<file path="config.mk">
export PLATFORM = sky130hd
export DESIGN_NAME = countdown_timer_ctrl
export DESIGN_NICKNAME = d
export VERILOG_FILES = /design/src/rtl/timer_pkg.sv /design/src/rtl/bcd_mmss_counter.sv /design/src/rtl/countdown_timer_ctrl.sv
export SDC_FILE = /design/constraint.sdc
export NUM_CORES = 1
export LEC_CHECK = 0
export ABC_AREA = 1
export BUFFER_PORTS_ARGS = -buffer_cell sky130_fd_sc_hd__buf_2
export CAP_MARGIN = 20
export CORE_UTILIZATION = 59
export DETAILED_ROUTE_END_ITERATION = 12
export MAX_ROUTING_LAYER = met4
export PLACE_DENSITY = 0.79
export SETUP_SLACK_MARGIN = 0.4
export SLEW_MARGIN = 20
export SYNTH_ARGS = -nofsm -noshare
export SYNTH_HDL_FRONTEND = slang
export SYNTH_SLANG_ARGS = --single-unit
</file>
<file path="constraint.sdc">
create_clock -name clk -period 1.8 [get_ports clk]
set_input_delay 0.36 -clock clk [delete_from_list [all_inputs] [get_ports clk]]
set_output_delay 0.36 -clock clk [all_outputs]
set_load 0.01 [all_outputs]
</file>
<file path="src/rtl/timer_pkg.sv">
// Shared types and helpers for the mm:ss countdown timer.
package timer_pkg;

  typedef enum logic [1:0] {IDLE, RUN, PAUSE, ALARM} tmr_state_t;

  typedef struct packed {
    logic [3:0] mt;
    logic [3:0] mo;
    logic [3:0] st;
    logic [3:0] so;
  } bcd_mmss_t;

  localparam bcd_mmss_t BCD_ZERO = '0;
  localparam bcd_mmss_t BCD_ONE  = bcd_mmss_t'(16'h0001);

  // Elaboration-time conversion of a seconds count to mm:ss BCD.
  function automatic bcd_mmss_t sec_to_bcd(input int unsigned s);
    int unsigned m;
    int unsigned r;
    bcd_mmss_t b;
    m    = s / 60;
    r    = s % 60;
    b.mt = 4'(m / 10);
    b.mo = 4'(m % 10);
    b.st = 4'(r / 10);
    b.so = 4'(r % 10);
    return b;
  endfunction

endpackage

</file>
<file path="src/rtl/bcd_mmss_counter.sv">
// mm:ss BCD register with load, independent minute/second increment and
// borrowing decrement. Priority: load > dec > inc.
module bcd_mmss_counter
  import timer_pkg::*;
#(
  parameter int        MAX_MIN = 99,
  parameter bcd_mmss_t RST_VAL = '0
) (
  input  logic      clk,
  input  logic      rst,
  input  logic      load,
  input  bcd_mmss_t load_val,
  input  logic      inc_m,
  input  logic      inc_s,
  input  logic      dec,
  output bcd_mmss_t value,
  output logic      zero
);

  localparam logic [3:0] MAX_MT = 4'(MAX_MIN / 10);
  localparam logic [3:0] MAX_MO = 4'(MAX_MIN % 10);

  bcd_mmss_t nxt;

  assign zero = (value == BCD_ZERO);

  always_comb begin
    nxt = value;
    if (load) begin
      nxt = load_val;
    end else if (dec) begin
      // Decrement at 00:00 holds rather than wrapping to an illegal value.
      if (!zero) begin
        if (value.so != 4'd0) begin
          nxt.so = value.so - 4'd1;
        end else begin
          nxt.so = 4'd9;
          if (value.st != 4'd0) begin
            nxt.st = value.st - 4'd1;
          end else begin
            nxt.st = 4'd5;
            if (value.mo != 4'd0) begin
              nxt.mo = value.mo - 4'd1;
            end else begin
              nxt.mo = 4'd9;
              nxt.mt = value.mt - 4'd1;
            end
          end
        end
      end
    end else begin
      if (inc_s) begin
        if (value.so != 4'd9) begin
          nxt.so = value.so + 4'd1;
        end else begin
          nxt.so = 4'd0;
          nxt.st = (value.st == 4'd5) ? 4'd0 : value.st + 4'd1;
        end
      end
      if (inc_m) begin
        if (value.mt == MAX_MT && value.mo == MAX_MO) begin
          nxt.mt = 4'd0;
          nxt.mo = 4'd0;
        end else if (value.mo == 4'd9) begin
          nxt.mo = 4'd0;
          nxt.mt = value.mt + 4'd1;
        end else begin
          nxt.mo = value.mo + 4'd1;
        end
      end
    end
  end

  always_ff @(posedge clk) begin
    if (rst) value <= RST_VAL;
    else     value <= nxt;
  end

endmodule

</file>
<file path="src/rtl/countdown_timer_ctrl.sv">
// mm:ss countdown timer: IDLE/RUN/PAUSE/ALARM sequencing around a BCD counter,
// driven by debounced button pulses and 1 Hz / 2 Hz clock enables.
module countdown_timer_ctrl
  import timer_pkg::*;
#(
  parameter int MAX_MIN     = 99,
  parameter int DEFAULT_SEC = 60,
  parameter int ALARM_SEC   = 10
) (
  input  logic        clk,
  input  logic        rst,
  input  logic        ce_1hz,
  input  logic        ce_2hz,
  input  logic        btn_start,
  input  logic        btn_stop,
  input  logic        btn_clear,
  input  logic        btn_inc_m,
  input  logic        btn_inc_s,
  output logic [15:0] digits,
  output logic        running,
  output logic        alarm,
  output logic        blank
);

  localparam bcd_mmss_t DEFAULT_BCD = sec_to_bcd(DEFAULT_SEC);
  localparam int        CW          = $clog2(ALARM_SEC + 1);
  localparam logic [CW-1:0] ALARM_LAST = CW'(ALARM_SEC - 1);

  tmr_state_t    state;
  bcd_mmss_t     preset;
  bcd_mmss_t     value;
  logic [CW-1:0] alarm_cnt;
  logic          zero;
  logic          ld, cnt_inc_m, cnt_inc_s, cnt_dec;
  bcd_mmss_t     ld_val;
  logic          ack, alarm_done;

  assign ack        = btn_start | btn_stop | btn_clear;
  assign alarm_done = ce_1hz && (alarm_cnt == ALARM_LAST);
  assign digits     = value;

  // Counter commands follow the button priority; anything shadowed is dropped.
  always_comb begin
    ld        = 1'b0;
    ld_val    = BCD_ZERO;
    cnt_inc_m = 1'b0;
    cnt_inc_s = 1'b0;
    cnt_dec   = 1'b0;
    case (state)
      IDLE: begin
        if (btn_clear) ld = 1'b1;
        else if (!(btn_start && !zero)) begin
          cnt_inc_m = btn_inc_m;
          cnt_inc_s = btn_inc_s;
        end
      end
      RUN: begin
        if (btn_clear) ld = 1'b1;
        else if (!btn_stop) cnt_dec = ce_1hz;
      end
      PAUSE: ld = btn_clear;
      ALARM: begin
        if (ack || alarm_done) begin
          ld     = 1'b1;
          ld_val = preset;
        end
      end
      default: ;
    endcase
  end

  bcd_mmss_counter #(
    .MAX_MIN (MAX_MIN),
    .RST_VAL (DEFAULT_BCD)
  ) u_cnt (
    .clk      (clk),
    .rst      (rst),
    .load     (ld),
    .load_val (ld_val),
    .inc_m    (cnt_inc_m),
    .inc_s    (cnt_inc_s),
    .dec      (cnt_dec),
    .value    (value),
    .zero     (zero)
  );

  always_ff @(posedge clk) begin
    if (rst) begin
      state     <= IDLE;
      preset    <= DEFAULT_BCD;
      running   <= 1'b0;
      alarm     <= 1'b0;
      blank     <= 1'b0;
      alarm_cnt <= '0;
    end else begin
      case (state)
        IDLE: begin
          if (!btn_clear && btn_start && !zero) begin
            preset  <= value;
            state   <= RUN;
            running <= 1'b1;
          end
        end
        RUN: begin
          if (btn_clear) begin
            state   <= IDLE;
            running <= 1'b0;
          end else if (btn_stop) begin
            state   <= PAUSE;
            running <= 1'b0;
          end else if (ce_1hz && value == BCD_ONE) begin
            // The decrement that hits 00:00 lands us in ALARM in the same cycle.
            state     <= ALARM;
            running   <= 1'b0;
            alarm     <= 1'b1;
            blank     <= 1'b0;
            alarm_cnt <= '0;
          end
        end
        PAUSE: begin
          if (btn_clear) begin
            state <= IDLE;
          end else if (btn_start) begin
            state   <= RUN;
            running <= 1'b1;
          end
        end
        ALARM: begin
          if (ack || alarm_done) begin
            state     <= IDLE;
            alarm     <= 1'b0;
            blank     <= 1'b0;
            alarm_cnt <= '0;
          end else begin
            if (ce_1hz) alarm_cnt <= alarm_cnt + 1'b1;
            if (ce_2hz) blank <= ~blank;
          end
        end
        default: state <= IDLE;
      endcase
    end
  end

endmodule
</file>
---- Yosys cells after proc, flatten, opt, wreduce, memory -nomap -nowiden ----
Cells that the tools add are included.
word-level totals
  bits in registers ....................... 41
  logic and storage cells ................. 142
operators by class
  add/subtract/negate cells ............... 9
  equality and inequality tests ........... 25
  muxes and demuxes ....................... 62
  bitwise gates (word level) .............. 3
  reductions and logical operators ........ 30
operators with widths
  kind                                              count
  two-way mux 16 bit                                5
  two-way mux 4 bit                                 14
  two-way mux 8 bit                                 4
  two-way mux 1 bit                                 25
  != test 3 bit, second input constant              8
  adder 4 x 1 -> 4 bit, second input constant       5
  AND reduction 5 bit                               4
  == test 16 x 1 -> 1 bit, second input constant    1
  logical NOT 16 bit                                1
  nonzero test 4 bit                                4
  subtractor 4 x 1 -> 4 bit, second input constant  4
  two-way mux 2 bit                                 7
  != test 2 bit, second input constant              7
  == test 4 bit, second input constant              3
  two-way mux 12 bit                                1
  AND reduction 4 bit                               3
  nonzero test 3 bit                                3
  != test 4 bit, second input constant              2
  case mux 2 bit (4 select lines)                   1
  case mux 4 bit (2 select lines)                   1
  logical AND 1 bit                                 6
  case mux 1 bit (3 select lines)                   2
  AND reduction 6 bit                               1
  == test 2 bit, second input constant              2
  11 further kinds                                  15

---- Logic depth before layout (Yosys ltp) ----
  depth after elaboration ................. 9
  gate-level depth with buffers ........... 14

---- Hierarchy ----
A second synthesis with hierarchy kept.
unflattened totals
  cells, all modules ...................... 472
  area, all modules ....................... 2982.9 µm²
by module, submodules not included
  module                times used  cells each  area an instance (µm²)  seq. area each (µm²)
  bcd_mmss_counter      1           256         1566.5                  320.3
  countdown_timer_ctrl  1           216         1416.4                  500.5

---- Least setup slack after synthesis ----
No wires, ideal clock.
  kind .................................... register -> register
  start point ............................. reg u_cnt.value[12] (netlist name)
  end point ............................... reg alarm_cnt[0]
  library setup time ...................... 128 ps
  arrival time ............................ 1536 ps
  data required time ...................... 1672 ps
  slack ................................... 136 ps
  stages on the path, launching flop included .. 10
  cells stage by stage .................... dfxtp_1 > inv_1 > ha_1 > nand3_1 > nor2_2 > nand3_1 > a21oi_2 > nand2_1 > nand2_1 > a21oi_1
on the way
  cells in the longest elaborated chain, start to end .. 4
RTL lines
  element                               line                         source
  == test 16 x 1 -> 1 bit               countdown_timer_ctrl.sv:111  end else if (ce_1hz && value == BCD_ONE) begin
  logical AND 1 bit                     countdown_timer_ctrl.sv:111
  != test 2 bit (no source line)        --
  AND reduction 5 bit (no source line)  --
  to (signal assigned)                  countdown_timer_ctrl.sv:135  if (ce_1hz) alarm_cnt <= alarm_cnt + 1'b1;
  to (decl)                             countdown_timer_ctrl.sv:32   logic [CW-1:0] alarm_cnt;
No other way between the ends.
A chain may end at the register's enable or synchronous reset.

---- Worst setup path in the final report ----
  start point ............................. reg u_cnt.value[1] (netlist name)
  end point ............................... reg u_cnt.value[1] (netlist name)
on the way
  cells in the longest elaborated chain, start to end .. 8
  elaborated cells on any way between the ends .. 19
RTL lines
  element                               line                        source
  logical NOT 16 bit                    bcd_mmss_counter.sv:25      assign zero = (value == BCD_ZERO);
  logical NOT 1 bit                     --
  logical AND 1 bit                     countdown_timer_ctrl.sv:52  else if (!(btn_start && !zero)) begin
  two-way mux 1 bit                     countdown_timer_ctrl.sv:52
  two-way mux 1 bit                     countdown_timer_ctrl.sv:51  if (btn_clear) ld = 1'b1;
  two-way mux 1 bit                     countdown_timer_ctrl.sv:49  case (state)
  nonzero test 3 bit (no source line)   --
  AND reduction 2 bit (no source line)  --
Parallel ways exist; a longest one is shown, timed or not. The select of a mux whose other input is x is not followed.

==> metrics.yaml <==
run_status:
  run_status: "complete, no violations"
cells_and_area:
  final_cell_count_no_fill: 520
  layout_common_cells: "nand2_1, nor2_1, inv_1"
  final_cell_area_um2: 3560
  final_nets: 484
  antennaDiodeCount: 0
  drive_gt1_frac: 0.332
  area_delta_synth_final_pct: 36.8
  mostFrequentLayoutCell: "nand2_1"
  fin_util: 0.865
global_route:
  antenna_found_initial: 0
  grt-ovfl-total: 0
  top_usage_layer: "met2"
  grt_pass1_wl_um: 11800
  use_met2: 0.605
  met1_usage: 0.394
  use_met3: 0.0783
  grt_pass1_vias: 2692
  grt_max_degree: 18
  grt_usage: 0.353
die:
  core_um2: 4120
  die_w_um: 68.4
  rows: 23
  io_pins: 28
  die_area_um2: 4680
  die_h_um: 68.4
  start_util: 0.633
synthesis:
  async_reset_ff_frac: 0
  syn-num-nets: 414
  netlist_area_um2: 2600
  synth_ff_type: "dfxtp_1"
  synth.area.top_cells: "dfxtp_1, nand2_1, nor2_1"
  synth_largest_area_cell: "dfxtp_1"
  synth_top_area_share: 0.315
  synth_cell_types: 35
  avgSynthCellArea_um2: 6.53
  synth_edf_count: 0
  ys_warn_count: 0
  ys_seq_elements: 41
  ys_seq_area_frac: 0.315
  synth_cells: 399
setup_path:
  arrival_ns: 1.95
  crit_path_end_kind: "register"
  start_kind: "register"
  worstReg2RegStart: "u_cnt.value[1]"
  r2r_cells: 9
  path_class: "reg -> reg"
  critPathLaunch: "u_cnt.value[1]"
  crit_path_end: "u_cnt.value[1]"
  crit_fanout: 8
  required_ns: 2.00
  reg2reg_slack_ns: 0.05
  regToRegEndpoint: "u_cnt.value[1]"
power_and_ir_drop:
  p_leak_nw: 1.65
  p_comb_frac: 0.328
  power_mw: 2.88
  pwr-share-clk: 0.302
  p_seq_frac: 0.370
  irDropWorstVdd_v: 0.000597
  swShare: 0.357
  p_sw_mw: 1.03
  p_int_mw: 1.85
  p_per_area_nw_per_um2: 810
clock_tree:
  htree_levels: 2
  insertion_delay_ns: 0.31
  clock-sinks: 41
  ctsLongestPathBuffers: 2
  cts_root_buf: "clkbuf_8"
  cts_tree: "yes"
  numCtsBuffers: 5
  clkTransAtPathRegs_ns: 0.09
placed_design:
  dp_cells: 489
  preCtsSetupSlack_ns: 0.0513
  placed_area_um2: 3000
  detailed_place_hpwl_um: 4890
  place_congestion: 0.931
  port_buffers: 27
min_path:
  worstHoldPathCells: 2
  min-delay-path-class: "in -> reg"
drt:
  wl_um: 8880
  vias: 3189
  wl_per_cell_um: 17.1
  dr.pass1.iters: 6
  initialDrtViolationCount: 405
  vias_per_cell: 6.13
  ant_nets: 0
  drcViolationCount: 0
timing:
  setup_ws_ns: 0.0537
  holdWs_ns: 0.332
  min_period_ns: 1.75
  rsz0062_at_grt: "true"
  tns_ns: 0
  setup_viol: 0
  relSlewSlack: 0.801
  maxSlewViolCount: 0
  fmax_mhz: 573
  fin_crit_sh: 0.970
  skew_ns: 0.0120
  tightest_slew_ns: 0.296
  hold_viol: 0
flow_run:
  cap_violations: 0
cells in the mapped netlist (3+ instances only):
cell type / instances
nor2_4: 4
nand4_1: 7
o211ai_1: 10
a21oi_1: 27
nor3_1: 6
o21ai_1: 7
ha_1: 6
buf_2: 3
nand3_1: 23
nand2_1: 88
o21ai_0: 27
inv_2: 5
o22ai_1: 3
dfxtp_1: 41
nor2_1: 56
nand2_2: 10
inv_1: 43
xor2_1: 8
nor2_2: 4
power by group through the flow:
| stage | sequential, mW | combinational (mW) | clock [mW] |
|---|---|---|---|
| detailed placement | 1.08 | 0.726 | 0 |
| finish | 1.07 | 0.947 | 0.871 |
| floorplan | 1.10 | 0.478 | 0 |
| global route | 1.07 | 1.02 | 0.903 |
| global placement | 1.07 | 0.712 | 0 |
| CTS | 1.05 | 0.805 | 0.868 |
area by class of cell:
class | instances | area, µm²
multi-input cells | 303 | 1790
flip-flops and latches | 41 | 845
fillers | 244 | 554
repair buffers | 69 | 518
inverters | 48 | 203
clock buffers | 6 | 93.8
well taps | 50 | 62.6
clock inverters | 2 | 38.8
repair inverters | 1 | 11.3
flip-flops by register name, summed over array words and instances, names as in the netlist:
name / cells
alarm: 1
alarm_cnt: 4
blank: 1
preset: 16
running: 1
state: 2
u_cnt.value: 16
what timing repair did:
item,CTS,global route
gates cloned,1,1
pin swaps,10,18
hold buffers,0,0
setup buffers,15,6
setup endpoints to repair,39,41
gates resized for setup,27,43
worst max-delay path, stage by stage (launching register included):
cell and delay (ns):
dfxtp_1 0.38, nor2_2 0.18, nand2_1 0.14, nor2_4 0.20
nand2_4 0.09, buf_4 0.15, o21ai_4 0.27, nand2_1 0.09
nand2_1 0.09, nor2_1 0.06
how the worst min path moves through the flow:
stage                         endpoint  slack [ns]       start
after global placement       preset[9]        0.44   preset[9]
after detailed placement     preset[9]        0.44   preset[9]
after CTS                 alarm_cnt[0]        0.32         rst
after global routing             blank        0.34         rst
after floorplan             preset[11]        0.42  preset[11]
final                            blank        0.33         rst
layer usage:
metal / vias to the layer above / share of wire
met3: 77 / 0.099
met2: 229 / 0.47
met4: 0 / 0.056
met5: - / 0
li1: 1458 / -
met1: 1425 / 0.38
cells by family (layout without fill, tap and decap cells):
logic type | count (synthesis) | in the layout | synth area share
fa+ha+maj | 6 | 6 | 0.0288
xor+xnor | 8 | 8 | 0.0269
flops | 41 | 41 | 0.315
compound gates | 84 | 84 | 0.186
simple gates | 205 | 205 | 0.358
buf+inv | 55 | 126 | 0.0851
Power figures use the tool's default switching activity.
